## src/rtl/cpu_branch_predictor_pkg.sv

```systemverilog
// ---------------------------------------------------------------------------
// cpu_branch_predictor_pkg
// Shared constants for the fetch-stage branch predictor: the 2-bit
// saturating counter encodings, the default table size and the saturation
// ceiling of the statistics counters.
// ---------------------------------------------------------------------------
package cpu_branch_predictor_pkg;

  // Two-bit counter states; the MSB alone is the taken/not-taken prediction
  typedef enum logic [1:0] {
    CNT_SNT = 2'b00,
    CNT_WNT = 2'b01,
    CNT_WT  = 2'b10,
    CNT_ST  = 2'b11
  } sat_cnt_e;

  localparam int          DEFAULT_ENTRIES = 16;
  localparam logic [31:0] STAT_MAX        = 32'hFFFF_FFFF;

endpackage

```

## src/rtl/cpu_branch_predictor_sat_counter2.sv

```systemverilog
// ---------------------------------------------------------------------------
// cpu_sat_counter2
// Next-state function of a 2-bit saturating counter.
// Ports:
//   cnt  - current counter value
//   inc  - 1: count up (stick at strongly taken), 0: count down
//          (stick at strongly not-taken)
//   next - counter value after the step
// ---------------------------------------------------------------------------
module cpu_sat_counter2
  import cpu_branch_predictor_pkg::*;
(
  input  logic [1:0] cnt,
  input  logic       inc,
  output logic [1:0] next
);

  // Step up or down by one, clamping at the two end states
  always_comb begin
    next = cnt;
    if (inc) begin
      if (cnt != CNT_ST) next = cnt + 2'd1;
    end else begin
      if (cnt != CNT_SNT) next = cnt - 2'd1;
    end
  end

endmodule

```

## src/rtl/cpu_branch_predictor.sv

```systemverilog
// ---------------------------------------------------------------------------
// cpu_branch_predictor
// Direct-mapped branch predictor with a branch target per entry. Fetch looks
// up combinationally; execute trains one entry per cycle.
// Ports:
//   clk, rst          - clock, synchronous active-high reset
//   f_pc              - fetch PC to predict
//   f_pred_taken      - predicted taken for f_pc
//   f_pred_target     - predicted target (meaningful only when taken)
//   e_valid           - a resolved conditional branch is in execute
//   e_pc, e_taken,
//   e_target          - its PC, actual outcome and actual target
//   e_pred_taken      - the prediction that travelled with it
//   e_mispredict      - outcome differs from the carried prediction
//   mispredict_count,
//   branch_count      - saturating statistics
// ---------------------------------------------------------------------------
module cpu_branch_predictor
  import cpu_branch_predictor_pkg::*;
#(
  parameter int ENTRIES = DEFAULT_ENTRIES,
  parameter int XLEN    = 32
) (
  input  logic            clk,
  input  logic            rst,
  input  logic [XLEN-1:0] f_pc,
  output logic            f_pred_taken,
  output logic [XLEN-1:0] f_pred_target,
  input  logic            e_valid,
  input  logic [XLEN-1:0] e_pc,
  input  logic            e_taken,
  input  logic [XLEN-1:0] e_target,
  input  logic            e_pred_taken,
  output logic            e_mispredict,
  output logic [31:0]     mispredict_count,
  output logic [31:0]     branch_count
);

  localparam int IDX  = $clog2(ENTRIES);
  localparam int TAGW = XLEN - IDX - 2;

  logic            r_valid  [ENTRIES];
  logic [TAGW-1:0] r_tag    [ENTRIES];
  logic [XLEN-1:0] r_target [ENTRIES];
  logic [1:0]      r_cnt    [ENTRIES];
  logic [31:0]     r_branchCount;
  logic [31:0]     r_mispredictCount;

  logic [IDX-1:0]  w_fIdx;
  logic [TAGW-1:0] w_fTag;
  logic [IDX-1:0]  w_eIdx;
  logic [TAGW-1:0] w_eTag;
  logic            w_eHit;
  logic [1:0]      w_cntNext;
  logic            w_unused;

  // Instructions are word aligned, so the two low PC bits carry no information
  assign w_unused = ^{f_pc[1:0], e_pc[1:0]};

  assign w_fIdx = f_pc[IDX+1:2];
  assign w_fTag = f_pc[XLEN-1:IDX+2];
  assign w_eIdx = e_pc[IDX+1:2];
  assign w_eTag = e_pc[XLEN-1:IDX+2];

  // Fetch lookup reads registered state only, so an update in flight this
  // cycle is not visible until the next one
  always_comb begin
    f_pred_taken  = r_valid[w_fIdx] && (r_tag[w_fIdx] == w_fTag) && r_cnt[w_fIdx][1];
    f_pred_target = r_target[w_fIdx];
  end

  assign w_eHit       = r_valid[w_eIdx] && (r_tag[w_eIdx] == w_eTag);
  assign e_mispredict = e_valid && (e_taken != e_pred_taken);

  cpu_sat_counter2 u_satCounter (
    .cnt  (r_cnt[w_eIdx]),
    .inc  (e_taken),
    .next (w_cntNext)
  );

  // Valid bits and counters: reset wins over training; a miss allocates only
  // when the branch was actually taken
  always_ff @(posedge clk) begin
    if (rst) begin
      for (int i = 0; i < ENTRIES; i++) begin
        r_valid[i] <= 1'b0;
        r_cnt[i]   <= CNT_WNT;
      end
    end else if (e_valid) begin
      if (w_eHit) begin
        r_cnt[w_eIdx] <= w_cntNext;
      end else if (e_taken) begin
        r_valid[w_eIdx] <= 1'b1;
        r_cnt[w_eIdx]   <= CNT_WT;
      end
    end
  end

  // Tags and targets are never reset; they are only meaningful behind a
  // valid bit. A taken branch refreshes the target on hit or allocation.
  always_ff @(posedge clk) begin
    if (!rst && e_valid && e_taken) begin
      r_target[w_eIdx] <= e_target;
      if (!w_eHit) r_tag[w_eIdx] <= w_eTag;
    end
  end

  // Statistics counters stick at all-ones rather than wrapping
  always_ff @(posedge clk) begin
    if (rst) begin
      r_branchCount     <= '0;
      r_mispredictCount <= '0;
    end else if (e_valid) begin
      if (r_branchCount != STAT_MAX) r_branchCount <= r_branchCount + 32'd1;
      if (e_mispredict && (r_mispredictCount != STAT_MAX))
        r_mispredictCount <= r_mispredictCount + 32'd1;
    end
  end

  assign branch_count     = r_branchCount;
  assign mispredict_count = r_mispredictCount;

endmodule

```

## config.mk

```make
export PLATFORM = sky130hd
export DESIGN_NAME = cpu_branch_predictor
export DESIGN_NICKNAME = d
export VERILOG_FILES = /design/src/rtl/cpu_branch_predictor_pkg.sv /design/src/rtl/cpu_branch_predictor_sat_counter2.sv /design/src/rtl/cpu_branch_predictor.sv
export SDC_FILE = /design/constraint.sdc
export NUM_CORES = 1
export LEC_CHECK = 0
export CAP_MARGIN = 20
export CORE_AREA = 2 2 337 339
export DETAILED_ROUTE_END_ITERATION = 7
export DIE_AREA = 0 0 339 341
export GPL_TIMING_DRIVEN = 0
export PLACE_DENSITY = 0.67
export SKIP_LAST_GASP = 1
export SLEW_MARGIN = 20
export SYNTH_ARGS = -nofsm -noshare
export SYNTH_HDL_FRONTEND = slang
export SYNTH_SLANG_ARGS = --single-unit
```

## constraint.sdc

```tcl
create_clock -name clk -period 4.65 [get_ports clk]
set_clock_uncertainty 0.15 [all_clocks]
set_input_delay 0.93 -clock clk [delete_from_list [all_inputs] [get_ports clk]]
set_output_delay 0.93 -clock clk [all_outputs]
set_load 0.02 [all_outputs]
```

== Yosys cells after proc, flatten, opt, wreduce, memory -nomap -nowiden ==
Memory sizes are Yosys's and may differ from the RTL's.
Index checks and enable logic that the tools add are counted.
Word-level totals
  register bits after elaboration: 64
  memory bits (writable): 976
  input port bits: 101
  output and inout port bits: 98
  word-level logic and storage cells: 56
  memories: 4
Operators by class
  add/subtract/negate cells: 4
  equal/unequal tests: 6
  multiplexer cells: 26
  bitwise logic cells: 1
  reductions and logical operators: 13
Memory list
  r_target: depth 16, bits a word 32, rd ports 1, clocked after memory_dff 0, wr ports 1, line cpu_branch_predictor.sv:44  | logic [XLEN-1:0] r_target [ENTRIES];
  r_tag: depth 16, bits a word 26, rd ports 2, clocked after memory_dff 0, wr ports 1, line cpu_branch_predictor.sv:43  | logic [TAGW-1:0] r_tag [ENTRIES];
  r_cnt: depth 16, bits a word 2, rd ports 2, clocked after memory_dff 0, wr ports 16, line cpu_branch_predictor.sv:45  | logic [1:0] r_cnt [ENTRIES];
  r_valid: depth 16, bits a word 1, rd ports 2, clocked after memory_dff 0, wr ports 16, line cpu_branch_predictor.sv:42  | logic r_valid [ENTRIES];
Operator list (count)
  $add 32x1->32 const B: 2
  $ne 32x32->1 const B: 2
  $eq 26x26->1: 2
  $mux 1: 19
  $mux 2: 5
  $mux 4: 2
  $logic_and 1x1->1: 7
  $reduce_and 2->1: 2
  $add 2x1->2 const B: 1
  $ne 2x2->1 const B: 1
  $reduce_bool 2->1: 1
  $reduce_or 2->1: 1
  $sub 2x1->2 const B: 1
  $logic_not 1->1: 1
  $ne 1x1->1: 1
  $or 1x1->1: 1
  $reduce_or 1->1: 1

== Longest topological paths before layout ==
Gate-level depths: netlist of the first run.
An unclocked memory read counts as a cell.
  depth in word-level cells: 10
  depth in mapped cells: 15
  depth with buffers taken out: 10

== By module ==
A second synthesis of the first run with hierarchy kept.
Second synthesis, totals
  cell total of the unflattened synthesis: 2333
  area total of the unflattened synthesis: 44888.1 um^2
By module, submodules not included
  cpu_branch_predictor: instances 1, cells an instance 2330, area each 44861.8 um^2, seq. area each 30429.2 um^2
  cpu_sat_counter2: instances 1, cells an instance 3, area each 26.3 um^2, seq. area each 0.0 um^2

== Worst setup path before layout of the first run ==
OpenSTA, ideal clock, no wires.
  path kind: input-to-output
  start point: input port f_pc[2]
  end point: output port f_pred_taken
  data arrival time: 4183 ps
  required time: 3570 ps
  path slack: -613 ps
  stages on the path: 8
  path buffers: 3
  cells stage by stage: buf_2 > buf_1 > buf_1 > mux4_2 > mux4_2 > xnor2_1 > nand4_1 > nor4_1
Between the ends
  word-level cells in the longest chain between the ends: 4
  elaborated cells between the ends (all ways): 6
  those cells by class: 1 x eq/ne; 2 x reduce/logical; 3 x memory
RTL lines
  from (decl): line cpu_branch_predictor.sv:26  | input logic [XLEN-1:0] f_pc,
  $mem_v2 16x26
  $eq 26x26->1: line cpu_branch_predictor.sv:68  | f_pred_taken = r_valid[w_fIdx] && (r_tag[w_fIdx] == w_fTag) && r_cnt[w_fIdx][1];
  $logic_and 1x1->1: line cpu_branch_predictor.sv:68
  $logic_and 1x1->1 *: line cpu_branch_predictor.sv:68
  to (decl): line cpu_branch_predictor.sv:27  | output logic f_pred_taken,
Every way passes the cells marked *; elsewhere a longest branch is shown, timed or not.

== Final worst setup path of the first run ==
Same ends and word-level chain as after synthesis.

==> results.yml, run 1 <==
global_route:
  grt_max_degree: 21
  grt_pass1_wl_microns: 188000
  met3_usage_pct: 5.73
  use_met2_pct: 37.0
  use_met1_pct: 28.6
  grt-busiest-layer: "met2"
  overflow: 0
  antenna_found_initial: 14
  grt_pass1_vias: 26400
  track_usage_pct: 22.5
logic_synthesis:
  synth_nets: 2386
  synthArstFlopShare_pct: 0
  yosys_warnings: 0
  synth_seq_cells: 1040
  syn-cell-area_sq_mm: 0.0444
  yosysUniqueCellTypes: 71
  synth.avg_cell_area_sq_um: 19.5
  synth-edff-count: 960
  netlist_instances: 2283
  synth_top_flop_cell: "edfxtp_1"
  ys_seq_area_share_pct: 68.5
sta:
  tightest_slew_ns: 1.19
  setup-violations-final: 24
  tns_ns: -0.858
  rsz0062_at_grt: "yes"
  slew_headroom_pct: 20.9
  fmax_mhz: 200
  slew_viol_final: 0
  final.period_utilization_pct: 107
  hold_violations: 0
  fin_ws_ns: -0.339
  period_needed_ns: 4.99
place:
  gp_congestion: 0.917
  hpwl_microns: 87600
  place_inst: 4022
  place_ws_ns: -2.94
  port_buffers: 186
routing:
  vias: 25700
  routed_wl_microns: 131000
  ant_nets: 0
  drt-vias-per-instance: 6.05
  drc: 0
  first_pass_iters: 8
  drt-initial-drc-count: 3483
  post_drt_wl_per_cell_microns: 30.8
pwr:
  p_int_mw: 15.8
  pwr-share-clk_pct: 41.8
  powerDensity_mw_per_mm2: 376
  combPwrFrac_pct: 7.9
  p_leak_nw: 17.4
  vdd_ir_drop_max_mv: 0.274
  switching_power_mw: 4.65
  switching_share_pct: 22.7
  seq_power_share_pct: 50.3
floorplan:
  io_pins: 199
  die_w_microns: 339
  die_y_microns: 341
  die-area_sq_mm: 0.116
  fp-row-count: 123
  core_area_sq_mm: 0.112
  start_util_pct: 39.7
cells_and_area:
  syn_to_final_growth_pct: 22.7
  layout_commonest_cell: "edfxtp_1"
  fillers: 8886
  post-route-util_pct: 48.7
  drive_above_1_share_pct: 28.9
  fin_nets: 2765
  multi_input_area_sq_mm: 0.0137
  final_cell_mix: "960 x edfxtp_1, 377 x mux4_2, 171 x clkdlybuf4s50_1"
  regArea_sq_mm: 0.0304
  instances_no_fill: 4256
run_status:
  status: "complete, but fails checks"
  violations: "setup timing"
setup_path:
  cp-end-kind: "primary output"
  cpLargestDelayFamily: "multiplexers"
  criticalPathCategory: "input pin to primary output"
  cpPeakStageDelay_ns: 0.58
  path_max_fanout: 10
  crit_buf_inv: 4
  required_ns: 3.57
  slowest_stage: "mux4_2"
  crit_cells: 9
  crit_chain: "buf_16, buf_16, buf_4, mux4_2, mux4_2, xnor2_1, nand4_1, nor4_4, buf_4"
  arrival_ns: 3.91
  r2r_cells: 12
  crit_path_start_kind: "input pin"
flow_run:
  max_cap_viol_count: 0
clock_tree:
  htree_levels: 3
  clock_sinks: 1040
  clk_latency_ns: 0.73
  root_buffer: "clkbuf_16"
  cts_tree: "built"
  numCtsBuffers: 106
  cts.path.max_buffers: 3
  hold_buffers: 0
  clk_pin_slew_ns: 0.06
min_path:
  hold_class: "register to register"
  holdPathStages: 2
[power by group through the flow]
stage,combinational [mW],clock (mW),sequential [mW]
2_1_floorplan,0.839,0,10.5
3_3_place_gp,1.45,0,10.5
3_5_place_dp,1.51,0,10.5
4_1_cts,1.60,8.65,10.3
5_1_grt,1.68,9.01,10.3
6_report,1.62,8.55,10.3
[worst min-delay path, delay by kind of cell, from the launching register on]
kind / cells / cell delay, ns
flip-flops: 1 / 0.33
AO/OA/AOI/OAI: 1 / 0.06
buffers and inverters: 1 / 0.06
[sequential cells by signal, indices dropped and copies added, names as in the netlist]
name,flops
branch_count,32
r_target,512
r_valid,16
r_cnt,32
r_tag,416
mispredict_count,32
[layer usage]
| layer | vias to the layer above | share of wire (%) |
|---|---|---|
| met5 | - | 0.074 |
| met4 | 16 | 4.4 |
| met3 | 329 | 11 |
| met2 | 1671 | 48 |
| met1 | 13400 | 36 |
| li1 | 10300 | - |
[path summary, 6_finish.rpt]
path,from,end,slack [ns]
worst max register to register,r_tag[2][23],r_tag[9][3],0.32
worst min-delay path,r_valid[12],r_valid[12],0.34
worst max-delay path,f_pc[2],f_pred_taken,-0.34
worst min register to register,r_valid[12],r_valid[12],0.34
[stage by stage]
stage	power, mW	area, sq um	hold slack [ns]
6_report	20.5	54500	0.344
5_1_grt	21.0	54500	0.351
4_1_cts	20.6	54300	0.336
3_5_place_dp	12.0	49800	0.325
3_3_place_gp	12.0	48200	0.310
2_1_floorplan	11.3	44500	0.295
[what timing repair did]
| action | CTS | global route |
|---|---|---|
| setup buffers | 28 | 6 |
| cloned | 1 | 0 |
| gates resized for setup | 221 | 40 |
| endpoints found under the setup margin | 529 | 253 |
| pin swaps | 14 | 10 |
[kinds of logic after synthesis]
group | after synthesis | share of synthesized area, %
compound gates | 145 | 2.30
simple gates | 340 | 3.67
fa+ha+maj | 2 | 0.0563
xor+xnor | 104 | 2.05
buf+inv | 163 | 1.74
flops | 1040 | 68.5
mux | 489 | 21.7
[layout make-up]
class	count	area share, %
tap	1500	3.44
timing repair buffer	274	6.73
antenna	4	0.0184
clock buffer	127	5.07
clock inverter	71	1.39
buffer	133	2.25
inverter	27	0.188
multi-input combinational	1080	25.1
sequential	1040	55.8
[cells in the mapped netlist, drive strengths merged (16+ instances only)]
cell,count,share of area (%)
o21bai,16,0.27
dfxtp,80,3.6
mux4,379,19
nand4,25,0.35
a21oi,17,0.19
xor2,64,1.3
nand2,66,0.56
inv,26,0.22
xnor2,40,0.79
o21ai,19,0.21
buf,60,0.87
mux2i,110,2.5
nand3,45,0.52
edfxtp,960,65
a22oi,29,0.49
nor2,121,1.0
clkbuf,76,0.64
o22ai,19,0.27
(Power assumes the default switching activity.)
==> run 2, diff against run 1 <==
--- a/config.mk
+++ b/config.mk
@@ -6,10 +6,9 @@
 export NUM_CORES = 1
 export LEC_CHECK = 0
 export CAP_MARGIN = 20
-export CORE_AREA = 2 2 337 339
+export CORE_AREA = 4 4 339 341
 export DETAILED_ROUTE_END_ITERATION = 7
-export DIE_AREA = 0 0 339 341
-export GPL_TIMING_DRIVEN = 0
+export DIE_AREA = 0 0 343 345
 export PLACE_DENSITY = 0.67
 export SKIP_LAST_GASP = 1
 export SLEW_MARGIN = 20
==> run 2 against run 1 <==
Flip-flop and latch count unchanged. Total power rose by 0.56%. Critical path type unchanged. Critical endpoint unchanged. The run still ends with setup timing left. Combinational power fell by 4%.
==> results.yml, run 2 (synthesis results as in run 1) <==
pwr:
  powerDensity_mw_per_mm2: 377
  p_total_mw: 20.6
  p_leak_nw: 17.6
  vdd_ir_drop_max_mv: 0.270
sta:
  fmax_mhz: 214
  holdWs_ns: 0.330
  tns_ns: -0.0330
  final.period_utilization_pct: 101
  tightest_slew_ns: 0.946
  slew_headroom_pct: 36.4
  period_needed_ns: 4.68
  setup-violations-final: 1
  slew_viol_final: 0
  hold_violations: 0
  rsz0062_at_grt: "yes"
  fin_ws_ns: -0.0330
routing:
  post_drt_wl_per_cell_microns: 27.1
  routed_wl_microns: 117000
  ant_nets: 0
  vias: 24600
  drt-vias-per-instance: 5.73
  drc: 0
  first_pass_iters: 6
  drt-initial-drc-count: 2341
cells_and_area:
  reg_top3: "r_target: 512 flops, r_tag: 416 flops"
  largest_reg_flops: 512
  largest-register: "r_target"
  final_cell_mix: "960 x edfxtp_1, 377 x mux4_2, 185 x buf_4"
  drive_above_1_share_pct: 30.7
  syn_to_final_growth_pct: 22.8
  stdcell_area_sq_mm: 0.0546
  layout_commonest_cell: "edfxtp_1"
  fin_nets: 2817
setup_path:
  r2r_cells: 12
  criticalPathCategory: "input pin to primary output"
  arrival_ns: 3.60
  regToRegEndpoint: "r_cnt[12][0]"
  reg2reg_slack_ns: 0.61
  cp-end-kind: "primary output"
  required_ns: 3.57
  crit_path_start_kind: "input pin"
  path_max_fanout: 12
  rr_startpoint: "r_tag[11][15]"
global_route:
  antenna_found_initial: 5
  grt_max_degree: 77
  grt_pass1_vias: 25700
  overflow: 0
  track_usage_pct: 19.5
  grt_pass1_wl_microns: 172000
floorplan:
  die_y_microns: 345
  core_area_sq_mm: 0.112
  die_w_microns: 343
  die-area_sq_mm: 0.118
  io_pins: 199
  fp-row-count: 123
  start_util_pct: 39.7
clock_tree:
  hold_buffers: 0
  numCtsBuffers: 107
  cts_tree: "built"
  cts.path.max_buffers: 3
  clk_pin_slew_ns: 0.06
  htree_levels: 3
  clock_sinks: 1040
  clk_latency_ns: 0.70
  root_buffer: "clkbuf_16"
min_path:
  holdPathStages: 2
  worstHoldStart: "r_valid[12]"
  hold_class: "register to register"
  min_to: "r_valid[12]"
place:
  hpwl_microns: 74300
  place_area_sq_mm: 0.0509
  port_buffers: 194
  gp_congestion: 0.848
run_status:
  status: "complete, but fails checks"
  violations: "setup timing"
flow_run:
  max_cap_viol_count: 0
## run 2: metrics by stage
step	instances	worst slack [ns]	utilization (%)
floorplan	2283	-0.0804	-
global placement	4102	-0.386	45.4
detailed placement	4102	-0.421	45.4
CTS	4301	-0.0212	48.7
global route	4304	-0.118	48.8
finish	4305	-0.0330	48.8
## run 2: worst max-delay path by stage
stage	start	end	slack, ns	cells after the start
3_3_place_gp	e_pc[3]	r_cnt[10][0]	-0.39	15
3_5_place_dp	e_pc[3]	r_cnt[5][1]	-0.42	15
2_1_floorplan	e_pc[5]	r_tag[10][0]	-0.08	12
5_1_grt	f_pc[2]	f_pred_taken	-0.12	10
4_1_cts	f_pc[2]	f_pred_taken	-0.02	10
6_report	f_pc[2]	f_pred_taken	-0.03	10
## run 2: final cells by class
cell class,count,area [sq um]
multi-input cells,1080,13500
flip-flops and latches,1040,30400
inverters,27,101
well taps,1500,1880
diodes,1,2.50
clock buffers,123,2770
fillers,9059,57300
clock inverters,76,857
repair buffers,458,5040
## run 2: critical path, stage by stage
cell	delay, ns
buf_8	0.19
buf_12	0.20
mux4_2	0.50
mux4_2	0.56
xor2_1	0.18
nor4_1	0.23
buf_4	0.18
nand4_1	0.15
nor4_2	0.25
buf_4	0.21
## run 2: what timing repair did
| item | CTS | global route |
|---|---|---|
| pin swaps | 0 | 1 |
| setup buffers | 0 | 2 |
| endpoints found under the setup margin | 5 | 25 |
| resized for setup | 4 | 14 |
| endpoints found under the hold margin | 0 | 0 |
| gates cloned | 0 | 1 |
## run 2: metal layers
metal / wire length (microns) / GRT usage (%)
met5: 26 / 0
met1: 45800 / 26.1
met3: 9180 / 3.53
met2: 58300 / 32.6
met4: 3270 / 5.90
## run 2: power by group
| group | switching, mW | leakage (nW) | internal [mW] |
|---|---|---|---|
| combinational | 0.807 | 6.62 | 0.750 |
| sequential | 0.0282 | 9.28 | 10.3 |
| clock | 3.65 | 1.74 | 5.07 |
==> run 3, diff against run 2 <==
--- a/config.mk
+++ b/config.mk
@@ -6,9 +6,9 @@
 export NUM_CORES = 1
 export LEC_CHECK = 0
 export CAP_MARGIN = 20
-export CORE_AREA = 4 4 339 341
+export CORE_AREA = 2 2 337 339
 export DETAILED_ROUTE_END_ITERATION = 7
-export DIE_AREA = 0 0 343 345
+export DIE_AREA = 0 0 339 341
 export PLACE_DENSITY = 0.67
 export SKIP_LAST_GASP = 1
 export SLEW_MARGIN = 20
==> run 3 against run 2 <==
The flow still finishes with violations (setup timing). Cell count up 0.70%. Via count grew 0.67%. Clock power up 4.5%. Combinational power is 3% higher. Wire length up 1.2%. Register-to-register slack improved by 0.03 ns. Worst hold slack got worse by 0.0042 ns. Total power grew 2.1%. Die area decreased by 2.3%. Setup slack lost 0.0091 ns. Design area up 0.74%. Largest cell class unchanged.
==> results.yml, run 3 (synthesis results as in run 1) <==
sta:
  final.period_utilization_pct: 101
  tightest_slew_ns: 1.02
  slew_headroom_pct: 31.7
  slew_viol_final: 0
  period_needed_ns: 4.69
  setup-violations-final: 1
  fmax_mhz: 213
  fin_ws_ns: -0.0421
  rsz0062_at_grt: "yes"
  hold_violations: 0
run_status:
  status: "complete, but fails checks"
  violations: "setup timing"
routing:
  drt-vias-per-instance: 5.72
  vias: 24800
  first_pass_iters: 6
  post_drt_wl_per_cell_microns: 27.2
  ant_nets: 0
  drt-initial-drc-count: 2700
  drc: 0
  routed_wl_microns: 118000
setup_path:
  criticalPathCategory: "input pin to primary output"
  crit_top_cell: "buf_12"
  crit_buf_inv: 5
  path_max_fanout: 8
  reg2reg_slack_ns: 0.64
  required_ns: 3.57
  arrival_ns: 3.61
  cpLargestDelayFamily: "multiplexers"
  crit_chain: "buf_16, buf_12, buf_12, buf_12, mux4_2, mux4_2, xnor2_1, nand4_1, nor4_4, buf_4"
  cp-end-kind: "primary output"
  crit_path_start_kind: "input pin"
  cpPeakStageDelay_ns: 0.53
  slowest_stage: "mux4_2"
pwr:
  p_total_mw: 21.0
  p_leak_nw: 17.8
  pwr-share-clk_pct: 43.4
  seq_power_share_pct: 49.0
  combPwrFrac_pct: 7.6
  switching_share_pct: 22.0
  p_int_mw: 16.4
  vdd_ir_drop_max_mv: 0.282
  powerDensity_mw_per_mm2: 382
  switching_power_mw: 4.63
clock_tree:
  hold_buffers: 0
  root_buffer: "clkbuf_16"
  cts_tree: "built"
  clock_sinks: 1040
  clk_pin_slew_ns: 0.06
  clk_latency_ns: 0.73
  cts.path.max_buffers: 3
  numCtsBuffers: 107
  htree_levels: 3
place:
  place_area_sq_mm: 0.0507
  hpwl_microns: 74700
  place_ws_ns: -0.788
  gp_congestion: 0.892
  port_buffers: 194
global_route:
  track_usage_pct: 20.3
  grt_max_degree: 97
  grt-busiest-layer: "met2"
  overflow: 0
  use_met1_pct: 27.1
  grt_pass1_wl_microns: 173000
  grt_pass1_vias: 25700
  antenna_found_initial: 8
  met3_usage_pct: 3.47
  use_met2_pct: 34.1
floorplan:
  die-area_sq_mm: 0.116
  core_area_sq_mm: 0.112
  die_w_microns: 339
  fp-row-count: 123
  die_y_microns: 341
  start_util_pct: 39.7
  io_pins: 199
cells_and_area:
  syn_to_final_growth_pct: 23.7
  stdcell_area_sq_mm: 0.0550
  largest-register: "r_target"
  largest_reg_flops: 512
  reg_top3: "r_target: 512 flops, r_tag: 416 flops"
  fillers: 8962
  drive_above_1_share_pct: 32.0
  layout_commonest_cell: "edfxtp_1"
  fin_nets: 2841
  final_cell_mix: "960 x edfxtp_1, 377 x mux4_2, 213 x buf_4"
min_path:
  hold_class: "register to register"
flow_run:
  max_cap_viol_count: 0
run 3: timing repair:
action	4_1_cts	5_1_grt
setup endpoints to repair	28	21
pin swaps	7	7
resized for setup	22	8
setup buffers	7	6
cloned	5	2
run 3: path summary, 6_finish.rpt:
| path | cells after the start | from | to |
|---|---|---|---|
| worst max register to register | 12 | r_tag[3][15] | r_cnt[0][0] |
| worst max-delay path | 10 | f_pc[2] | f_pred_taken |
| worst min-delay path | 2 | r_valid[10] | r_valid[10] |
| worst min register to register | 2 | r_valid[10] | r_valid[10] |
run 3: layout make-up:
| class | instances | area [sq um] | area share (%) |
|---|---|---|---|
| Tap cell | 1500 | 1880 | 3.41 |
| Timing Repair Buffer | 482 | 5210 | 9.49 |
| Inverter | 27 | 101 | 0.184 |
| Clock buffer | 119 | 2720 | 4.95 |
| Antenna cell | 3 | 7.51 | 0.0137 |
| Sequential cell | 1040 | 30400 | 55.4 |
| Clock inverter | 84 | 1090 | 1.98 |
| Multi-Input combinational cell | 1080 | 13500 | 24.6 |
run 3: power by group through the flow:
| stage | sequential [mW] | combinational, mW | clock, mW |
|---|---|---|---|
| after global placement | 10.5 | 1.51 | 0 |
| after floorplan | 10.5 | 0.839 | 0 |
| after detailed placement | 10.5 | 1.54 | 0 |
| final | 10.3 | 1.60 | 9.12 |
| after CTS | 10.3 | 1.58 | 9.26 |
| after global routing | 10.3 | 1.68 | 9.67 |
run 3: metrics by stage:
| stage | util [%] | hold WS (ns) | std cells | setup TNS [ns] |
|---|---|---|---|---|
| 2_1_floorplan | - | 0.295 | 2283 | -8.39 |
| 3_3_place_gp | 45.3 | 0.312 | 4110 | -163.26 |
| 3_5_place_dp | 45.3 | 0.318 | 4110 | -156.02 |
| 4_1_cts | 49.0 | 0.327 | 4324 | -0.0357 |
| 5_1_grt | 49.1 | 0.354 | 4334 | -0.122 |
| 6_report | 49.1 | 0.326 | 4335 | -0.0421 |
run 3: tightest hold or removal path, delay by kind of cell, from the launching register on:
family,cells,cell delay [ns]
flip-flops,1,0.32
buffers and inverters,1,0.05
AO/OA/AOI/OAI,1,0.06
run 3: per-layer routing:
| metal | part of all wire, % | wire (microns) | up-vias |
|---|---|---|---|
| met5 | 0.052 | 61 | - |
| met4 | 2.8 | 3290 | 10 |
| met3 | 7.0 | 8220 | 229 |
| met2 | 50 | 59100 | 1126 |
| met1 | 40 | 47300 | 13000 |
| li1 | - | - | 10400 |
